==> src/rtl/latch_mon_pkg.sv <==
// Shared types and constants for the latch test monitor.
// Optional build macro used by the monitor: LATCH_MON_DEGLITCH_EN.
package latch_mon_pkg;

    typedef enum logic [1:0] {
        IDLE  = 2'd0,
        ARMED = 2'd1,
        RUN   = 2'd2,
        HOLD  = 2'd3
    } mon_state_t;

    localparam logic [3:0] SEL_CNT0 = 4'd0;
    localparam logic [3:0] SEL_CNT1 = 4'd1;
    localparam logic [3:0] SEL_CNT2 = 4'd2;
    localparam logic [3:0] SEL_CNT3 = 4'd3;
    localparam logic [3:0] SEL_CNT4 = 4'd4;
    localparam logic [3:0] SEL_CNT5 = 4'd5;
    localparam logic [3:0] SEL_CNT6 = 4'd6;
    localparam logic [3:0] SEL_CNT7 = 4'd7;
    localparam logic [3:0] SEL_MASK = 4'd8;
    localparam logic [3:0] SEL_TS   = 4'd9;
    localparam logic [3:0] SEL_LIVE = 4'd10;
    localparam logic [3:0] SEL_STAT = 4'd11;

    // Packs the status readout byte: {4'b0, trig, busy, state}
    function automatic logic [7:0] status_byte(input logic trig, input logic busy,
                                               input mon_state_t st);
        return {4'b0000, trig, busy, st};
    endfunction

endpackage

==> src/rtl/latch_mon_sat_ctr.sv <==
// Saturating up-counter with synchronous clear; used for the per-bit toggle
// counters and for the post-arm timestamp.
module latch_mon_sat_ctr #(
    parameter int W = 8
) (
    input  logic         clk,
    input  logic         rst_n,
    input  logic         inc,
    input  logic         clr,
    output logic [W-1:0] cnt
);

    // Count up on inc, stick at all-ones, clear has priority
    always_ff @(posedge clk or negedge rst_n) begin
        if (!rst_n) begin
            cnt <= '0;
        end else if (clr) begin
            cnt <= '0;
        end else if (inc && (cnt != {W{1'b1}})) begin
            cnt <= cnt + W'(1);
        end
    end

endmodule

==> src/rtl/latch_test_monitor.sv <==
// Observer for the latch/flop test cell array: synchronises the 8 observed
// bits, counts toggles per bit, captures the first change after arming and
// serves all results through a registered byte-wide readout mux.
// Build macro LATCH_MON_DEGLITCH_EN adds a two-sample acceptance filter that
// drops single-cycle pulses at the cost of one extra cycle of latency.
module latch_test_monitor
    import latch_mon_pkg::*;
#(
    parameter int SYNC_STAGES = 2,
    parameter int CNT_W       = 8,
    parameter int TS_W        = 8
) (
    input  logic       clk,
    input  logic       rst_n,
    input  logic [7:0] obs_i,
    input  logic       arm_i,
    input  logic       clear_i,
    input  logic [3:0] sel_i,
    output logic [7:0] rd_o,
    output logic       trig_o,
    output logic       busy_o
);

    logic [7:0]       sync_q [SYNC_STAGES];
    logic [7:0]       s;
    logic [7:0]       val;
    logic [7:0]       prev;
    logic [7:0]       chg;
    mon_state_t       state;
    logic [CNT_W-1:0] cnt [8];
    logic [TS_W-1:0]  ts;
    logic [TS_W-1:0]  trig_ts;
    logic [7:0]       trig_mask;
    logic [7:0]       rd_next;
    logic             cnt_en;
    logic             ts_inc;
    logic             ts_clr;

    // Multi-stage synchroniser bringing the asynchronous observed bits into clk
    always_ff @(posedge clk or negedge rst_n) begin
        if (!rst_n) begin
            for (int k = 0; k < SYNC_STAGES; k++) begin
                sync_q[k] <= '0;
            end
        end else begin
            sync_q[0] <= obs_i;
            for (int k = 1; k < SYNC_STAGES; k++) begin
                sync_q[k] <= sync_q[k-1];
            end
        end
    end

    assign s = sync_q[SYNC_STAGES-1];

`ifdef LATCH_MON_DEGLITCH_EN
    logic [7:0] dg;

    // Second sample of s; a bit is accepted only once two samples agree
    always_ff @(posedge clk or negedge rst_n) begin
        if (!rst_n) begin
            dg <= '0;
        end else begin
            dg <= s;
        end
    end

    assign val = ((s ~^ dg) & s) | ((s ^ dg) & prev);
`else
    assign val = s;
`endif

    // Previous accepted value, tracked in every state so stale edges never count
    always_ff @(posedge clk or negedge rst_n) begin
        if (!rst_n) begin
            prev <= '0;
        end else begin
            prev <= val;
        end
    end

    assign chg    = val ^ prev;
    assign cnt_en = ((state == ARMED) || (state == RUN)) && arm_i && !clear_i;
    assign ts_inc = (state == ARMED) && !clear_i;
    assign ts_clr = clear_i || (((state == IDLE) || (state == HOLD)) && arm_i);

    for (genvar g = 0; g < 8; g++) begin : g_bit_ctr
        latch_mon_sat_ctr #(.W(CNT_W)) u_ctr (
            .clk   (clk),
            .rst_n (rst_n),
            .inc   (cnt_en && chg[g]),
            .clr   (clear_i),
            .cnt   (cnt[g])
        );
    end

    latch_mon_sat_ctr #(.W(TS_W)) u_ts (
        .clk   (clk),
        .rst_n (rst_n),
        .inc   (ts_inc),
        .clr   (ts_clr),
        .cnt   (ts)
    );

    // Capture FSM: arm, catch the first change, hold results when disarmed
    always_ff @(posedge clk or negedge rst_n) begin
        if (!rst_n) begin
            state     <= IDLE;
            trig_mask <= '0;
            trig_ts   <= '0;
        end else if (clear_i) begin
            state     <= IDLE;
            trig_mask <= '0;
            trig_ts   <= '0;
        end else begin
            case (state)
                IDLE: begin
                    if (arm_i) begin
                        state <= ARMED;
                    end
                end
                ARMED: begin
                    if (!arm_i) begin
                        state <= IDLE;
                    end else if (chg != 8'h00) begin
                        state     <= RUN;
                        trig_mask <= chg;
                        trig_ts   <= ts;
                    end
                end
                RUN: begin
                    if (!arm_i) begin
                        state <= HOLD;
                    end
                end
                HOLD: begin
                    if (arm_i) begin
                        state <= ARMED;
                    end
                end
                default: begin
                    state <= IDLE;
                end
            endcase
        end
    end

    assign trig_o = (state == RUN) || (state == HOLD);
    assign busy_o = (state == ARMED) || (state == RUN);

    // Readout selection, narrower fields zero-extended to a byte
    always_comb begin
        rd_next = '0;
        if (sel_i <= SEL_CNT7) begin
            rd_next[CNT_W-1:0] = cnt[sel_i[2:0]];
        end else begin
            case (sel_i)
                SEL_MASK: rd_next = trig_mask;
                SEL_TS:   rd_next[TS_W-1:0] = trig_ts;
                SEL_LIVE: rd_next = s;
                SEL_STAT: rd_next = status_byte(trig_o, busy_o, state);
                default:  rd_next = '0;
            endcase
        end
    end

    // Register the readout byte so the pin bus sees a clean value
    always_ff @(posedge clk or negedge rst_n) begin
        if (!rst_n) begin
            rd_o <= '0;
        end else begin
            rd_o <= rd_next;
        end
    end

endmodule

==> config.mk <==
export PLATFORM = sky130hd
export DESIGN_NAME = latch_test_monitor
export DESIGN_NICKNAME = d
export VERILOG_FILES = /design/src/rtl/latch_mon_pkg.sv /design/src/rtl/latch_mon_sat_ctr.sv /design/src/rtl/latch_test_monitor.sv
export SDC_FILE = /design/constraint.sdc
export NUM_CORES = 1
export LEC_CHECK = 0
export CORE_ASPECT_RATIO = 1.1
export CORE_MARGIN = 2
export CORE_UTILIZATION = 25
export DETAILED_ROUTE_END_ITERATION = 16
export PLACE_DENSITY_LB_ADDON = 0.05
export SETUP_SLACK_MARGIN = 0.3
export SKIP_CTS_REPAIR_TIMING = 1
export SLEW_MARGIN = 40
export SYNTH_ARGS = -nofsm -noshare
export SYNTH_HDL_FRONTEND = slang
export SYNTH_SLANG_ARGS = --single-unit
==> constraint.sdc <==
create_clock -name clk -period 2 [get_ports clk]
set_clock_uncertainty 0.1 [all_clocks]
set_input_delay 0.5 -clock clk [delete_from_list [all_inputs] [get_ports clk]]
set_output_delay 0.5 -clock clk [all_outputs]
set_load 0.02 [all_outputs]
## After elaboration in Yosys (flattened, before gate mapping)

Index checks and enable logic that the tools add are counted.

- $add $sub $neg: 9
- $lt $le $gt $ge: 2
- Equal/unequal tests: 19
- Muxes and demuxes: 37
- Bitwise logic cells: 2
- Reduce and logical (&&, ||, !) cells: 43

Operators with widths:

| operator | number |
|---|---|
| $mux 8 | 29 |
| $add 8x1->8 const B | 9 |
| $ne 8x8->1 const B | 9 |
| $pmux 8 s4 | 1 |
| $bmux 8 s3 | 1 |
| $reduce_bool 2->1 | 12 |
| $logic_and 1x1->1 | 21 |
| $eq 4x4->1 const B | 4 |
| $mux 2 | 5 |
| $reduce_bool 8->1 | 1 |
| $xor 8x8->8 | 1 |
| $pmux 2 s3 | 1 |
| $reduce_and 3->1 | 2 |
| $eq 2x2->1 const B | 2 |
| $ge 4x4->1 const B | 1 |
| $le 4x3->1 const B | 1 |
| $logic_or 1x1->1 | 4 |
| $ne 4x3->1 const B | 1 |
| $not 3->4 | 1 |
| $ne 3x1->1 const B | 1 |
| $ne 3x3->1 const B | 1 |
| $eq 2x1->1 const B | 1 |
| $logic_not 2->1 | 1 |
| $reduce_or 2->1 | 1 |
| $logic_not 1->1 | 1 |

- Register bits after elaboration: 122
- Input port bits: 16
- Output and inout port bits: 10
- Word-level logic and storage cells: 128

## Longest topological paths before layout

Gate-level depths: netlist (run 1).

- Depth after elaboration: 8
- Depth in mapped cells: 8
- Gate-level depth less buffers: 6

## By module

A second synthesis (run 1) with hierarchy kept.

- Cell total of the unflattened synthesis: 661
- Area, all modules: 6896.6 µm²

By module, submodules not included:

| module | times used | cells an instance | area each (µm²) | sequential area each (µm²) |
|---|---|---|---|---|
| latch_mon_sat_ctr | 9 | 49 | 464.2 | 200.2 |
| latch_test_monitor | 1 | 220 | 2718.9 | 1251.2 |

## Worst setup path after synthesis (run 1)

No wires, ideal clock.

- Kind: register to register
- Start: register state[0]
- End: register g_bit_ctr[1].u_ctr.cnt[5]
- Setup time: 125 ps
- Data arrival time: 1987 ps
- Path slack: -212 ps
- Cell stages (with the launch flop): 9
- Buffers on the path: 2
- Clock period less this slack: 2212 ps
- Cells stage by stage: dfrtp_1 > inv_1 > ha_1 > nor3b_2 > buf_6 > o311ai_1 > buf_2 > nor3_1 > mux2_2

- Longest elaborated chain between the ends: 7
- Elaborated cells on any way between the ends: 8
- Those cells by class: 2 x eq/ne; 6 x reduce/logical

Ends and longest elaborated chain:

| element | line | text |
|---|---|---|
| start: declaration | latch_test_monitor.sv:29 | `mon_state_t state;` |
| start signal: assignment | latch_test_monitor.sv:107 | `state <= IDLE;` |
| start signal: assignment | latch_test_monitor.sv:111 | `state <= IDLE;` |
| start signal: assignment | latch_test_monitor.sv:118 | `state <= ARMED;` |
| $eq 2x1->1 / $eq 2x2->1 (equally long branches) | latch_test_monitor.sv:82 | `assign cnt_en = ((state == ARMED) \|\| (state == RUN)) && arm_i && !clear_i;` |
| $logic_or 1x1->1 * | latch_test_monitor.sv:82 |  |
| $logic_and 1x1->1 * (2 in series) | latch_test_monitor.sv:82 |  |
| $logic_and 1x1->1 * | latch_test_monitor.sv:90 | `.inc (cnt_en && chg[g]),` |
| $logic_and 1x1->1 * | latch_mon_sat_ctr.sv:19 | `end else if (inc && (cnt != {W{1'b1}})) begin` |
| $reduce_bool 2->1 (no line) * | - |  |
| end signal: assignment | latch_mon_sat_ctr.sv:20 | `cnt <= cnt + W'(1);` |
| end: declaration | latch_mon_sat_ctr.sv:10 | `output logic [W-1:0] cnt` |

Every way passes the cells marked *; elsewhere a longest branch is shown, timed or not.
A chain may end at the register's enable or synchronous reset.

## Final worst setup path (run 1)

- Start: register state[0]
- End: output port trig_o

- Longest elaborated chain between the ends: 2
- Elaborated cells on any way between the ends: 3
- Those cells by class: 2 x eq/ne; 1 x reduce/logical

Ends and longest elaborated chain:

| element | line | text |
|---|---|---|
| $eq 2x2->1 | latch_test_monitor.sv:147 | `assign trig_o = (state == RUN) \|\| (state == HOLD);` |
| $logic_or 1x1->1 * | latch_test_monitor.sv:147 |  |
| end: declaration | latch_test_monitor.sv:20 | `output logic trig_o,` |

Marks and branches as above.

==> results of run 1 <==
-- layer usage --
metal	up-vias	global-route usage
met1	2652	0.208
met5	-	0
met4	0	0.0569
met2	66	0.248
met3	17	0.0268
li1	2441	-
-- per-stage QoR --
step                      utilization  total power (W)
final                           0.358          0.00655
after global routing            0.358          0.00679
after CTS                       0.328          0.00645
after detailed placement        0.306          0.00342
after global placement          0.306          0.00341
after floorplan                     -          0.00302
-- cells in the final DEF (no fill, tap or decap), types with 5 or more instances in the layout --
cell | Yosys | final
a21oi_2 | 1 | 8
o32ai_2 | 9 | 12
buf_12 | 0 | 13
mux4_2 | 20 | 20
o21ai_1 | 0 | 7
dfrtp_1 | 122 | 120
xor2_1 | 15 | 13
ha_1 | 12 | 9
mux2i_1 | 25 | 23
or4_1 | 9 | 6
a211oi_1 | 7 | 6
inv_1 | 44 | 42
clkbuf_16 | 0 | 20
o211ai_1 | 8 | 8
and3_1 | 11 | 9
o32ai_1 | 8 | 5
o41ai_1 | 7 | 5
clkdlybuf4s50_1 | 0 | 11
nand2_1 | 39 | 36
o31ai_1 | 14 | 11
o311ai_2 | 0 | 7
xnor2_1 | 6 | 6
a21oi_1 | 26 | 18
dlymetal6s2s_1 | 0 | 9
clkinvlp_4 | 0 | 5
a31oi_1 | 6 | 6
nand4_1 | 11 | 11
or3_1 | 16 | 12
nor2_1 | 32 | 28
buf_6 | 3 | 19
buf_4 | 1 | 63
o21ai_0 | 18 | 10
and4_1 | 5 | 5
nand3_1 | 26 | 23
-- worst register-to-register path: stages (launching register included) --
cell,delay (ns)
dfrtp_1,0.39
inv_2,0.08
ha_4,0.21
or3b_4,0.46
or3_4,0.37
o311ai_2,0.26
o41ai_1,0.11
-- logic make-up (layout without fill, tap and decap cells) --
group / count (synthesis) / count (layout) / synth area share
compound gates: 136 / 136 / 0.171
xor+xnor: 22 / 22 / 0.0310
fa+ha+maj: 12 / 12 / 0.0233
buf+inv: 69 / 197 / 0.0452
flops: 122 / 122 / 0.473
mux: 47 / 47 / 0.112
simple gates: 174 / 174 / 0.144
-- cells in the mapped netlist (all sizes together) --
master | count | area, um2
a21o | 5 | 37.5
nor2 | 32 | 120
or4 | 9 | 67.6
o2111ai | 2 | 17.5
and3 | 11 | 68.8
or3b | 1 | 11.3
o211ai | 10 | 103
o31ai | 15 | 118
xnor2 | 6 | 52.6
mux4 | 20 | 450
or3 | 16 | 100
o21bai | 1 | 7.51
mux2 | 2 | 22.5
a2111oi | 2 | 42.5
inv | 44 | 165
o21a | 2 | 15.0
and2 | 2 | 12.5
o41ai | 7 | 61.3
ha | 12 | 150
nand4 | 11 | 68.8
and4b | 1 | 10.0
nor3b | 1 | 12.5
nand3 | 28 | 150
nand2 | 39 | 146
or2 | 1 | 6.26
nor2b | 4 | 25.0
o21ai | 18 | 90.1
clkbuf | 15 | 56.3
nor4 | 5 | 43.8
a31oi | 6 | 37.5
a21oi | 27 | 139
and4 | 5 | 43.8
o31a | 2 | 17.5
a211oi | 7 | 52.6
nor3 | 8 | 40.0
o32ai | 17 | 216
o311ai | 10 | 105
xor2 | 16 | 148
buf | 10 | 70.1
a2bb2oi | 4 | 35.0
a311o | 1 | 10.0
mux2i | 25 | 250
dfrtp | 122 | 3050
-- flip-flops by register name, summed over array words and instances, names as in the netlist --
signal	count
trig_mask	8
g_bit_ctr.u_ctr.cnt	64
rd_o	8
sync_q	8
s	8
state	2
trig_ts	8
u_ts.cnt	8
prev	8
-- power by group through the flow --
stage          Sequential [W]  Combinational (W)  Clock [W]
3_3_place_gp          0.00262           0.000786          0
4_1_cts               0.00258           0.000792    0.00308
5_1_grt               0.00259            0.00104    0.00316
3_5_place_dp          0.00263           0.000789          0
6_report              0.00258           0.000959    0.00301
2_1_floorplan         0.00263           0.000391          0
-- cell type report --
cell class              instances  area [um2]
multi-input cells             391        3580
clock inverters                13         121
inverters                      44         170
flip-flops and latches        122        3060
repair buffers                122        1270
clock buffers                  18         439
fillers                      2585       16300
well taps                     346         433
-- how the worst max path moves through the flow --
stage | cells past startpoint | startpoint | end
floorplan | 6 | state[0] | g_bit_ctr[4].u_ctr.cnt[6]
global placement | 5 | arm_i | g_bit_ctr[4].u_ctr.cnt[6]
detailed placement | 5 | arm_i | g_bit_ctr[4].u_ctr.cnt[6]
CTS | 4 | state[0] | trig_o
global route | 9 | state[0] | g_bit_ctr[0].u_ctr.cnt[5]
finish | 4 | state[0] | trig_o
==> run_results.csv, run 1 <==
group,metric,value,unit
run_status,status,"finished with violations",
run_status,violations,"setup timing",
synth,synth_area_per_cell,11.1,um2
timing,slew_headroom,0.665,
worst_setup_path,r2r-end,"g_bit_ctr[7].u_ctr.cnt[6]",
place,port_buffers,25,
clocking,cts_made_buffers,17,
floorplan,dieArea,27100,um2
route,wl_per_cell,19.1,um
power_and_ir_drop,swShare,0.279,
worst_setup_path,worst_path_largest_cell_delay,0.39,ns
route,wl_met3,472,um
route,remaining_drc_errors,0,
min_path,worstHoldPathCells,0,
route,viasPerCell,4.90,
global_routing,grt_max_degree,60,
synth,synth-seq-cells,122,
clocking,cts.clk_slew.worst_paths,0.06,ns
cells_and_area,layout.cells.non_filler,1056,
route,highest_layer,"met4",
power_and_ir_drop,cellPowerDensity,722,nW/um2
timing,fin_crit_sh,1.07,
global_routing,gr-total-overflow,0,
synth,synth_cells,582,
timing,drv_slew,0,
worst_setup_path,crit_chain,"buf_4 -> ha_1 -> or2_4 -> buf_2",
timing,rsz0062_at_grt,"true",
route,wl_met1,9.58,mm
timing,layout_setup_ws,-0.148,ns
synth,mappedNetlistNets,610,
worst_setup_path,r2r_slack,-0.11,ns
power_and_ir_drop,power.clock.fraction,0.459,
place,dp.cells,1000,
power_and_ir_drop,vdd_ir_drop_max,0.314,mV
timing,setup_viol_count_final,27,
power_and_ir_drop,pwr-share-comb,0.146,
timing,finalCriticalPeriod,2.15,ns
timing,worst_pin_slew,0.502,ns
route,ant_nets,0,
place,gp_congestion,0.790,
clocking,clock_path_buffers,2,
worst_setup_path,crit_type,"register to output port",
cells_and_area,final_area,9070,um2
worst_setup_path,start_kind,"register",
cells_and_area,layout.nets,726,
synth,synth_cell_types,57,
min_path,hold_path.class,"register to register",
timing,hold_viol,0,
min_path,min_to,"s[2]",
place,placed_cell_area,7760,um2
floorplan,start_util,0.255,
power_and_ir_drop,p_sw,0.00183,W
floorplan,die_x,157,um
floorplan,dieHeight,172,um
timing,tns,-1.56,ns
worst_setup_path,ff2ff_path_depth,6,
synth,ys_seq_area_frac,0.473,
clocking,clk_latency,0.42,ns
worst_setup_path,critPathSlowestCell,"dfrtp_1",
worst_setup_path,timing.critical_path.buf_inv,2,
timing,fmax,0.466,GHz
worst_setup_path,crit_path_end_kind,"output port",
clocking,h-tree-depth,4,
global_routing,antenna_found_initial,0,
place,place_ws,-0.449,ns
flow_run,drv_cap,0,
cells_and_area,drive_gt1_frac,0.341,
route,wl_met2,9.78,mm
cells_and_area,areaGrowthSynthToFinish,40.6,%
route,drt_iter0_markers,229,
global_routing,grt_pass1_vias,5246,
synth,syn_area,6450,um2
timing,whs,0.249,ns
route,vias,5176,
worst_setup_path,worst_ep_arrival_time,1.55,ns
clocking,cts_tree,"built",
floorplan,rows,61,
power_and_ir_drop,seqPwrFrac,0.394,
min_path,hp-start,"sync_q[10]",
synth,yosys_warnings,0,
worst_setup_path,required,1.40,ns
clocking,root_buffer,"clkbuf_16",
cells_and_area,insertedDiodeCount,0,
floorplan,io_pins,26,
floorplan,core,25300,um2
worst_setup_path,rr_startpoint,"state[0]",
route,dr.pass1.iters,4,
worst_setup_path,crit_fanout,4,
power_and_ir_drop,p_int,0.00472,W
route,drt_wl_total,20.2,mm
global_routing,grtUsageTotal,0.154,
clocking,cts.sinks,122,
power_and_ir_drop,leakage,3.75,nW
global_routing,grt_pass1_wl,31.1,mm
place,hpwl,13.9,mm
worst_setup_path,crit_family,"flip-flops",
Note: power is estimated with default switching activity, not from simulation.
==> inputs of run 2 (changes only) <==
--- a/config.mk
+++ b/config.mk
@@ -11,7 +11,6 @@
 export DETAILED_ROUTE_END_ITERATION = 16
 export PLACE_DENSITY_LB_ADDON = 0.05
 export SETUP_SLACK_MARGIN = 0.3
-export SKIP_CTS_REPAIR_TIMING = 1
 export SLEW_MARGIN = 40
 export SYNTH_ARGS = -nofsm -noshare
 export SYNTH_HDL_FRONTEND = slang
==> run_results.csv, run 2 (synthesis gave the netlist of run 1 again) <==
group,metric,value,unit
run_status,status,"finished with violations",
run_status,violations,"setup timing",
route,remaining_drc_errors,0,
place,hpwl,13.9,mm
worst_setup_path,crit_type,"register to register",
cells_and_area,seqCellArea,3060,um2
place,port_buffers,25,
floorplan,start_util,0.255,
clocking,cts.sinks,122,
cells_and_area,filler_cell_count,2577,
route,dr.pass1.iters,6,
global_routing,grt_max_degree,60,
worst_setup_path,crit_chain,"ha_4 -> or3b_4 -> or3_4 -> o311ai_2 -> o41ai_1",
clocking,cts_tree,"built",
cells_and_area,insertedDiodeCount,0,
worst_setup_path,start_kind,"register",
clocking,cts.clk_slew.worst_paths,0.06,ns
route,wl_per_cell,18.9,um
floorplan,die_x,157,um
power_and_ir_drop,cellPowerDensity,710,nW/um2
worst_setup_path,timing.critical_path.buf_inv,0,
worst_setup_path,critPathSlowestCell,"or3b_4",
cells_and_area,final_common_cell,"dfrtp_1",
cells_and_area,multiInputGateArea,3720,um2
floorplan,dieArea,27100,um2
cells_and_area,largest_reg_flops,64,
timing,hold_viol,0,
worst_setup_path,required,2.19,ns
floorplan,io_pins,26,
global_routing,grtUsageTotal,0.157,
worst_setup_path,crit_family,"simple AND/OR/NAND/NOR gates",
floorplan,rows,61,
cells_and_area,layout.nets,745,
cells_and_area,layout.cells.non_filler,1075,
timing,fmax,0.461,GHz
global_routing,grt_pass1_wl,31.9,mm
clocking,clock_path_buffers,2,
timing,fin_crit_sh,1.08,
clocking,clk_latency,0.42,ns
place,gp_congestion,0.790,
clocking,h-tree-depth,4,
timing,layout_setup_ws,-0.168,ns
route,drt_iter0_markers,219,
route,viasPerCell,4.91,
flow_run,drv_cap,0,
timing,worst_pin_slew,0.480,ns
timing,setup_viol_count_final,31,
global_routing,gr-total-overflow,0,
timing,finalCriticalPeriod,2.17,ns
cells_and_area,drive_gt1_frac,0.390,
worst_setup_path,worst_ep_arrival_time,2.36,ns
timing,whs,0.249,ns
global_routing,antenna_found_initial,0,
route,drt_wl_total,20.3,mm
power_and_ir_drop,leakage,3.75,nW
timing,slew_headroom,0.680,
timing,drv_slew,0,
timing,rsz0062_at_grt,"true",
cells_and_area,final_cell_mix,"dfrtp_1, buf_4, inv_1, nand2_1, nor2_1",
power_and_ir_drop,totalPowerFinal,0.00663,W
worst_setup_path,worst_path_largest_cell_delay,0.45,ns
place,dp.cells,1000,
floorplan,core,25300,um2
power_and_ir_drop,vdd_ir_drop_max,0.316,mV
worst_setup_path,crit_fanout,6,
cells_and_area,utilization,0.369,
cells_and_area,areaGrowthSynthToFinish,44.9,%
cells_and_area,regMostFlops,"g_bit_ctr.u_ctr.cnt",
min_path,hold_path.class,"register to register",
worst_setup_path,crit_path_end_kind,"register",
global_routing,grt_pass1_vias,5408,
clocking,root_buffer,"clkbuf_16",
floorplan,dieHeight,172,um
route,vias,5278,
route,ant_nets,0,
clocking,cts_made_buffers,17,
run 2: cell count changes in the layout (fill, tap and decap cells not counted), moves of 3 or more:
cell,delta
dlymetal6s2s_1,-9
o32ai_1,-4
o32ai_2,+3
inv_1,-3
dfrtp_2,+3
buf_4,+13
dfrtp_1,-3
clkbuf_2,+3
clkdlybuf4s15_1,+4
inv_2,+3
buf_6,+6
run 2: power breakdown:
group	total (W)	internal (W)	switching (W)
registers	0.00259	0.00253	0.0000556
clock network	0.00300	0.00174	0.00126
logic	0.00105	0.000504	0.000542
total	0.00663	0.00478	0.00185
run 2: final timing paths:
path | start | endpoint | slack, ns | cells past startpoint
min in group asynchronous | rst_n | g_bit_ctr[7].u_ctr.cnt[7] | 0.50 | 2
worst max register to register | state[1] | g_bit_ctr[7].u_ctr.cnt[6] | -0.17 | 5
worst min-delay path | sync_q[10] | s[2] | 0.25 | 0
max in group asynchronous | rst_n | prev[6] | 0.70 | 3
worst max-delay path | state[1] | g_bit_ctr[7].u_ctr.cnt[6] | -0.17 | 5
worst min register to register | sync_q[10] | s[2] | 0.25 | 0
run 2: timing repair:
item                                   4_1_cts  5_1_grt
resized for setup                           88       75
setup buffers                               18       23
hold buffers                                 1        0
setup endpoints to repair                  107       97
cloned                                       1        1
pin swaps                                   24       42
endpoints found under the hold margin       23        0
run 2: area by class of cell:
| cell class | count | share of cell area |
|---|---|---|
| clock buffers | 18 | 0.0470 |
| clock inverters | 13 | 0.0130 |
| inverters | 44 | 0.0182 |
| multi-input cells | 391 | 0.398 |
| flip-flops and latches | 122 | 0.327 |
| well taps | 346 | 0.0463 |
| repair buffers | 141 | 0.151 |
run 2: through the flow:
step | cell area (um2) | setup TNS [ns] | worst slack [ns]
after floorplan | 6570 | -0.0196 | -0.0106
after global placement | 7760 | -18.74 | -0.452
after detailed placement | 7760 | -19.73 | -0.449
after CTS | 8770 | -0.858 | -0.115
after global routing | 9350 | -6.22 | -0.206
final | 9350 | -2.00 | -0.168
run 2: per-layer routing:
layer	GRT usage	vias to the layer above	routed length (um)
li1	-	2478	-
met5	0	-	0
met1	0.212	2723	9520
met2	0.258	66	10200
met3	0.0268	11	409
met4	0.0494	0	194
